**config.mk**
```make
export PLATFORM = sky130hd
export DESIGN_NAME = lut_code_converter
export DESIGN_NICKNAME = d
export VERILOG_FILES = /design/src/rtl/lut_conv_pkg.sv /design/src/rtl/lut_code_converter_table.sv /design/src/rtl/lut_code_converter.sv
export SDC_FILE = /design/constraint.sdc
export NUM_CORES = 1
export LEC_CHECK = 0
export BUFFER_PORTS_ARGS = -buffer_cell sky130_fd_sc_hd__buf_2
export CAP_MARGIN = 20
export CORE_MARGIN = 4
export CORE_UTILIZATION = 35
export CTS_BUF_LIST = sky130_fd_sc_hd__clkbuf_8
export DETAILED_ROUTE_END_ITERATION = 7
export PLACE_DENSITY_LB_ADDON = 0.3
export SETUP_SLACK_MARGIN = 0.5
export SKIP_LAST_GASP = 1
export SLEW_MARGIN = 15
export SYNTH_ARGS = -nofsm -noshare
export SYNTH_HDL_FRONTEND = slang
export SYNTH_SLANG_ARGS = --single-unit
```
**constraint.sdc**
```tcl
create_clock -name clk -period 1.9 [get_ports clk]
set_input_delay 0.19 -clock clk [delete_from_list [all_inputs] [get_ports clk]]
set_output_delay 0.19 -clock clk [all_outputs]
set_load 0.01 [all_outputs]
```
**src/rtl/lut_conv_pkg.sv**
```systemverilog
// Shared constants and table helpers for the LUT code converter.
package lut_conv_pkg;

  localparam int unsigned IN_W_DEF  = 3;
  localparam int unsigned OUT_W_DEF = 4;
  localparam int unsigned CNT_W_DEF = 16;

  // Entry i sits at bits [i*OUT_W +: OUT_W]; maps 0..7 -> 1,9,7,6,0,3,1,9.
  localparam logic [31:0] DEFAULT_TABLE = 32'h9130_6791;

  // Upper bounds for the generic entry extractor below.
  localparam int unsigned MAX_OUT_W    = 32;
  localparam int unsigned MAX_TBL_BITS = 4096;
  localparam int unsigned TBL_POS_W    = 12;

  // Extract entry idx of width w from a flat table padded to MAX_TBL_BITS.
  function automatic logic [MAX_OUT_W-1:0] table_entry(
    input logic [MAX_TBL_BITS-1:0] flat,
    input int unsigned             idx,
    input int unsigned             w
  );
    logic [MAX_OUT_W-1:0] e;
    logic [TBL_POS_W-1:0] pos;
    e = '0;
    for (int unsigned b = 0; b < MAX_OUT_W; b++) begin
      if (b < w) begin
        pos = TBL_POS_W'(idx * w + b);
        e   = e | (MAX_OUT_W'(flat[pos]) << b);
      end
    end
    return e;
  endfunction

endpackage

```
**src/rtl/lut_code_converter_table.sv**
```systemverilog
// DEPTH x OUT_W mapping table: synchronous write, asynchronous read,
// reloaded from INIT_TABLE on reset (reset beats a same-cycle write).
module lut_table
  import lut_conv_pkg::*;
#(
  parameter int unsigned                      IN_W       = IN_W_DEF,
  parameter int unsigned                      OUT_W      = OUT_W_DEF,
  parameter logic [(2**IN_W)*OUT_W-1:0]       INIT_TABLE = DEFAULT_TABLE
) (
  input  logic             clk,
  input  logic             rst,
  input  logic             we,
  input  logic [IN_W-1:0]  waddr,
  input  logic [OUT_W-1:0] wdata,
  input  logic [IN_W-1:0]  raddr,
  output logic [OUT_W-1:0] rdata
);

  localparam int unsigned DEPTH = 2**IN_W;
  localparam logic [MAX_TBL_BITS-1:0] INIT_PAD = MAX_TBL_BITS'(INIT_TABLE);

  logic [OUT_W-1:0] mem_q [DEPTH];
  logic [OUT_W-1:0] mem_d [DEPTH];

  // Next table contents: apply the single write port.
  always_comb begin
    mem_d = mem_q;
    if (we) mem_d[waddr] = wdata;
  end

  // Table storage with reset reload.
  always_ff @(posedge clk) begin
    if (rst) begin
      for (int unsigned i = 0; i < DEPTH; i++) begin
        mem_q[IN_W'(i)] <= OUT_W'(table_entry(INIT_PAD, i, OUT_W));
      end
    end else begin
      mem_q <= mem_d;
    end
  end

  // Read reflects the pre-edge contents, giving read-before-write behaviour.
  assign rdata = mem_q[raddr];

endmodule

```
**src/rtl/lut_code_converter.sv**
```systemverilog
// Two-stage valid/ready table-driven code converter with a saturating
// count of completed output transfers.
module lut_code_converter
  import lut_conv_pkg::*;
#(
  parameter int unsigned                IN_W       = IN_W_DEF,
  parameter int unsigned                OUT_W      = OUT_W_DEF,
  parameter logic [(2**IN_W)*OUT_W-1:0] INIT_TABLE = DEFAULT_TABLE,
  parameter int unsigned                CNT_W      = CNT_W_DEF
) (
  input  logic             clk,
  input  logic             rst,
  input  logic             s_valid,
  output logic             s_ready,
  input  logic [IN_W-1:0]  s_code,
  output logic             m_valid,
  input  logic             m_ready,
  output logic [OUT_W-1:0] m_code,
  input  logic             cfg_we,
  input  logic [IN_W-1:0]  cfg_addr,
  input  logic [OUT_W-1:0] cfg_data,
  output logic [CNT_W-1:0] conv_count,
  output logic             count_sat
);

  logic             a_valid_q, a_valid_d;
  logic [IN_W-1:0]  a_code_q,  a_code_d;
  logic             b_valid_q, b_valid_d;
  logic [OUT_W-1:0] b_code_q,  b_code_d;
  logic [CNT_W-1:0] cnt_q,     cnt_d;
  logic             sat_q,     sat_d;
  logic [OUT_W-1:0] lut_rdata;
  logic             b_adv, a_adv, accept, xfer;

  lut_table #(
    .IN_W       (IN_W),
    .OUT_W      (OUT_W),
    .INIT_TABLE (INIT_TABLE)
  ) u_table (
    .clk   (clk),
    .rst   (rst),
    .we    (cfg_we),
    .waddr (cfg_addr),
    .wdata (cfg_data),
    .raddr (a_code_q),
    .rdata (lut_rdata)
  );

  // Handshake: each stage moves when the one after it can take data.
  always_comb begin
    b_adv   = !b_valid_q || m_ready;
    a_adv   = a_valid_q && b_adv;
    s_ready = !a_valid_q || b_adv;
    accept  = s_valid && s_ready;
    xfer    = b_valid_q && m_ready;
  end

  // Next-state for both pipeline stages; B holds its code while stalled.
  always_comb begin
    a_valid_d = a_valid_q;
    a_code_d  = a_code_q;
    b_valid_d = b_valid_q;
    b_code_d  = b_code_q;
    if (accept) begin
      a_valid_d = 1'b1;
      a_code_d  = s_code;
    end else if (a_adv) begin
      a_valid_d = 1'b0;
    end
    if (b_adv) begin
      b_valid_d = a_valid_q;
      if (a_valid_q) b_code_d = lut_rdata;
    end
  end

  // Saturating transfer counter and its sticky flag.
  always_comb begin
    cnt_d = cnt_q;
    if (xfer && (cnt_q != '1)) cnt_d = cnt_q + CNT_W'(1);
    sat_d = (cnt_d == '1);
  end

  // Pipeline and counter registers.
  always_ff @(posedge clk) begin
    if (rst) begin
      a_valid_q <= 1'b0;
      a_code_q  <= '0;
      b_valid_q <= 1'b0;
      b_code_q  <= '0;
      cnt_q     <= '0;
      sat_q     <= 1'b0;
    end else begin
      a_valid_q <= a_valid_d;
      a_code_q  <= a_code_d;
      b_valid_q <= b_valid_d;
      b_code_q  <= b_code_d;
      cnt_q     <= cnt_d;
      sat_q     <= sat_d;
    end
  end

  assign m_valid    = b_valid_q;
  assign m_code     = b_code_q;
  assign conv_count = cnt_q;
  assign count_sat  = sat_q;

endmodule

```
==> impl_metrics.env <==
export IMPL_p_leak_nw=1.561
export IMPL_place_ws_ns=-0.002877
export IMPL_crit_type="register to register"
export IMPL_slew_headroom_pct=64.86
export IMPL_start_util_pct=36.62
export IMPL_antenna_found_initial=0
export IMPL_period_minus_slack_ns=1.909
export IMPL_clockBufferDepth=2
export IMPL_synth_cells=294
export IMPL_synth_distinct_cells=40
export IMPL_min_to="a_code_q[0]$_SDFFE_PP0P_"
export IMPL_final_cell_mix="nor2_1, dfxtp_1, buf_4"
export IMPL_cts_tree="yes"
export IMPL_tightest_slew_ns=0.5248
export IMPL_clkLatencyLatePin_ns=0.33
export IMPL_ys_seq_elements=58
export IMPL_dp_hpwl_mm=4.929
export IMPL_p_sw_mw=0.5944
export IMPL_cp_required_ns=2.15
export IMPL_hp_start="s_code[0]"
export IMPL_crit_arrival_ns=2.16
export IMPL_area_growth_syn_to_layout_pct=42.79
export IMPL_io_buffer_count=37
export IMPL_antenna_cells=0
export IMPL_crit_start="conv_count[1]$_SDFF_PP0_"
export IMPL_dieArea_um2=9180
export IMPL_whs_ns=0.1108
export IMPL_die_x_um=95.81
export IMPL_ir_drop_uv=402.2
export IMPL_grtUsageTotal_pct=17.04
export IMPL_rows=31
export IMPL_min_path_cells=3
export IMPL_syn_num_nets=310
export IMPL_core_area_um2=7370
export IMPL_vias_per_cell=5.079
export IMPL_num_io_pins=38
export IMPL_violations="negative setup slack"
export IMPL_cp_start_kind="register"
export IMPL_hold_viol=0
export IMPL_synth_area_um2=2699
export IMPL_r2r_start="conv_count[1]$_SDFF_PP0_"
export IMPL_gp_congestion=0.8703
export IMPL_fin_nets=394
export IMPL_root_buffer="clkbuf_8"
export IMPL_drive_gt1_share_pct=43.34
export IMPL_cp_max_fo=5
export IMPL_fin_ws_ns=-0.009022
export IMPL_vias=2448
export IMPL_grt_pass1_wl_mm=11.79
export IMPL_rr_worst_depth=9
export IMPL_avgSynthCellArea_um2=9.180
export IMPL_rsz0062_at_grt="yes"
export IMPL_wirelength_mm=7.191
export IMPL_numCtsBuffers=9
export IMPL_p_clk_share_pct=45.5
export IMPL_internal_power_mw=2.061
export IMPL_slew_violations=0
export IMPL_yosysSeqAreaShare_pct=43.02
export IMPL_final_common_cell="nor2_1"
export IMPL_reg2reg_to="count_sat$_SDFF_PP0_"
export IMPL_clkTransAtPathRegs_ns=0.06
export IMPL_ys_warn_count=0
export IMPL_pwr_share_seq_pct=47.3
export IMPL_drc=0
export IMPL_ff2ff_setup_slack_ns=-0.009
export IMPL_p_total_mw=2.655
export IMPL_fin_skew_ns=0.006614
export IMPL_period_share_pct=100.5
export IMPL_power_density_nw_per_um2=689.0
export IMPL_p_comb_share_pct=7.2
export IMPL_outcome="complete, but fails checks"
export IMPL_grt_pass1_vias=2453
export IMPL_drtIter0Drc=88
export IMPL_clock_sinks=58
export IMPL_hp_class="primary input to register"
export IMPL_crit_path_end_kind="register"
export IMPL_switching_share_pct=22.38
export IMPL_fin_util_pct=52.29
export IMPL_setup_violations=1
export IMPL_first_pass_iters=4
export IMPL_grt_max_degree=44
export IMPL_die_h_um=95.81
export IMPL_globalRouteOverflowTotal=0
export IMPL_htree_levels=3
export IMPL_drt_wirelength_per_cell_um=14.92
export IMPL_max_cap_violations=0
export IMPL_max_freq_mhz=523.8
export IMPL_ant_nets=0
## cells by family (layout without fill, tap and decap cells)
kind of cell | count (synthesis) | after routing | synth area share [%]
AND/OR/NAND/NOR | 134 | 134 | 24.57
flip-flops | 58 | 58 | 43.02
multiplexers | 41 | 41 | 18.92
AO/OA/AOI/OAI | 31 | 31 | 7.093
buffers and inverters | 19 | 108 | 2.689
XOR/XNOR | 10 | 10 | 3.245
adder cells (fa/ha/maj) | 1 | 1 | 0.4635
## power by group through the flow
stage | combinational (mW) | sequential, mW | clock (mW)
detailed placement | 0.180 | 1.28 | 0
floorplan | 0.126 | 1.28 | 0
finish | 0.191 | 1.26 | 1.21
CTS | 0.191 | 1.26 | 1.24
global placement | 0.175 | 1.28 | 0
global route | 0.212 | 1.26 | 1.30
## Yosys cell counts (all sizes together)
master	number	area (um^2)
buf	1	5.000
o211ai	1	7.510
and2	1	6.260
xnor2	6	52.55
or3b	1	8.760
o21ba	1	10.01
mux2i	33	330.3
clkbuf	16	60.06
nor2b	2	12.51
or2	1	6.260
dfxtp	58	1161
nand2b	2	12.51
nand4b	5	43.79
a32oi	1	8.760
o311ai	1	8.760
nor2	57	214.0
inv	2	7.510
o21ai	3	15.01
and3b	1	8.760
nand2	27	103.9
nand3	12	70.07
a311oi	1	8.760
nor3b	5	37.54
xor2	4	35.03
o22ai	2	12.51
or4	1	11.26
mux4	8	180.2
nor4	1	12.51
o221a	1	20.02
or3	2	13.77
nor3	8	45.04
nand4	6	37.54
a21oi	20	100.1
and4	1	8.760
ha	1	12.51
or4b	1	10.01
## final cells by class
type / instances / area, um^2
multi-input cells: 217 / 1670
flip-flops and latches: 58 / 1199
clock inverters: 3 / 37.54
repair buffers: 90 / 636.9
fillers: 671 / 3516
well taps: 99 / 123.9
clock buffers: 13 / 178.9
inverters: 2 / 7.507
## critical path, stage by stage, from the launching register on
cell	delay [ns]
dfxtp_4	0.38
ha_4	0.16
nand3_4	0.06
buf_4	0.15
or2_4	0.25
buf_4	0.14
nand3_4	0.11
xor2_4	0.09
or3b_1	0.36
nor4_2	0.13
## metrics by stage
step	cells	instance area, um^2	setup TNS (ns)
2_1_floorplan	294	2800	0
3_3_place_gp	447	3283	0
3_5_place_dp	447	3283	-0.002877
4_1_cts	475	3717	0
5_1_grt	482	3854	-0.1044
6_report	482	3854	-0.009022
## worst max-delay path by stage
| stage | end | cells after the start |
|---|---|---|
| 2_1_floorplan | count_sat$_SDFF_PP0_ | 7 |
| 3_3_place_gp | count_sat$_SDFF_PP0_ | 8 |
| 3_5_place_dp | count_sat$_SDFF_PP0_ | 7 |
| 4_1_cts | count_sat$_SDFF_PP0_ | 7 |
| 5_1_grt | count_sat$_SDFF_PP0_ | 10 |
| 6_report | count_sat$_SDFF_PP0_ | 9 |
## registers in the layout (all words and copies together), names as in the netlist
name and count:
a_code_q 3, count_sat 1, u_table.mem_q 32, a_valid_q 1, m_valid 1, conv_count 16
m_code 4
## layer usage
| metal | GRT usage [%] | share of wire [%] |
|---|---|---|
| met5 | 0 | 0 |
| met4 | 5.687 | 1.0 |
| met3 | 5.238 | 4.4 |
| met2 | 29.24 | 51 |
| met1 | 20.17 | 44 |
## timing repair
item                       4_1_cts  5_1_grt
hold buffers                     0        0
resized for setup               33       18
setup buffers                   12        7
setup endpoints to repair       22       22
hold endpoints to repair         0        0
pin swaps                       12       16
(Power assumes the default switching activity.)
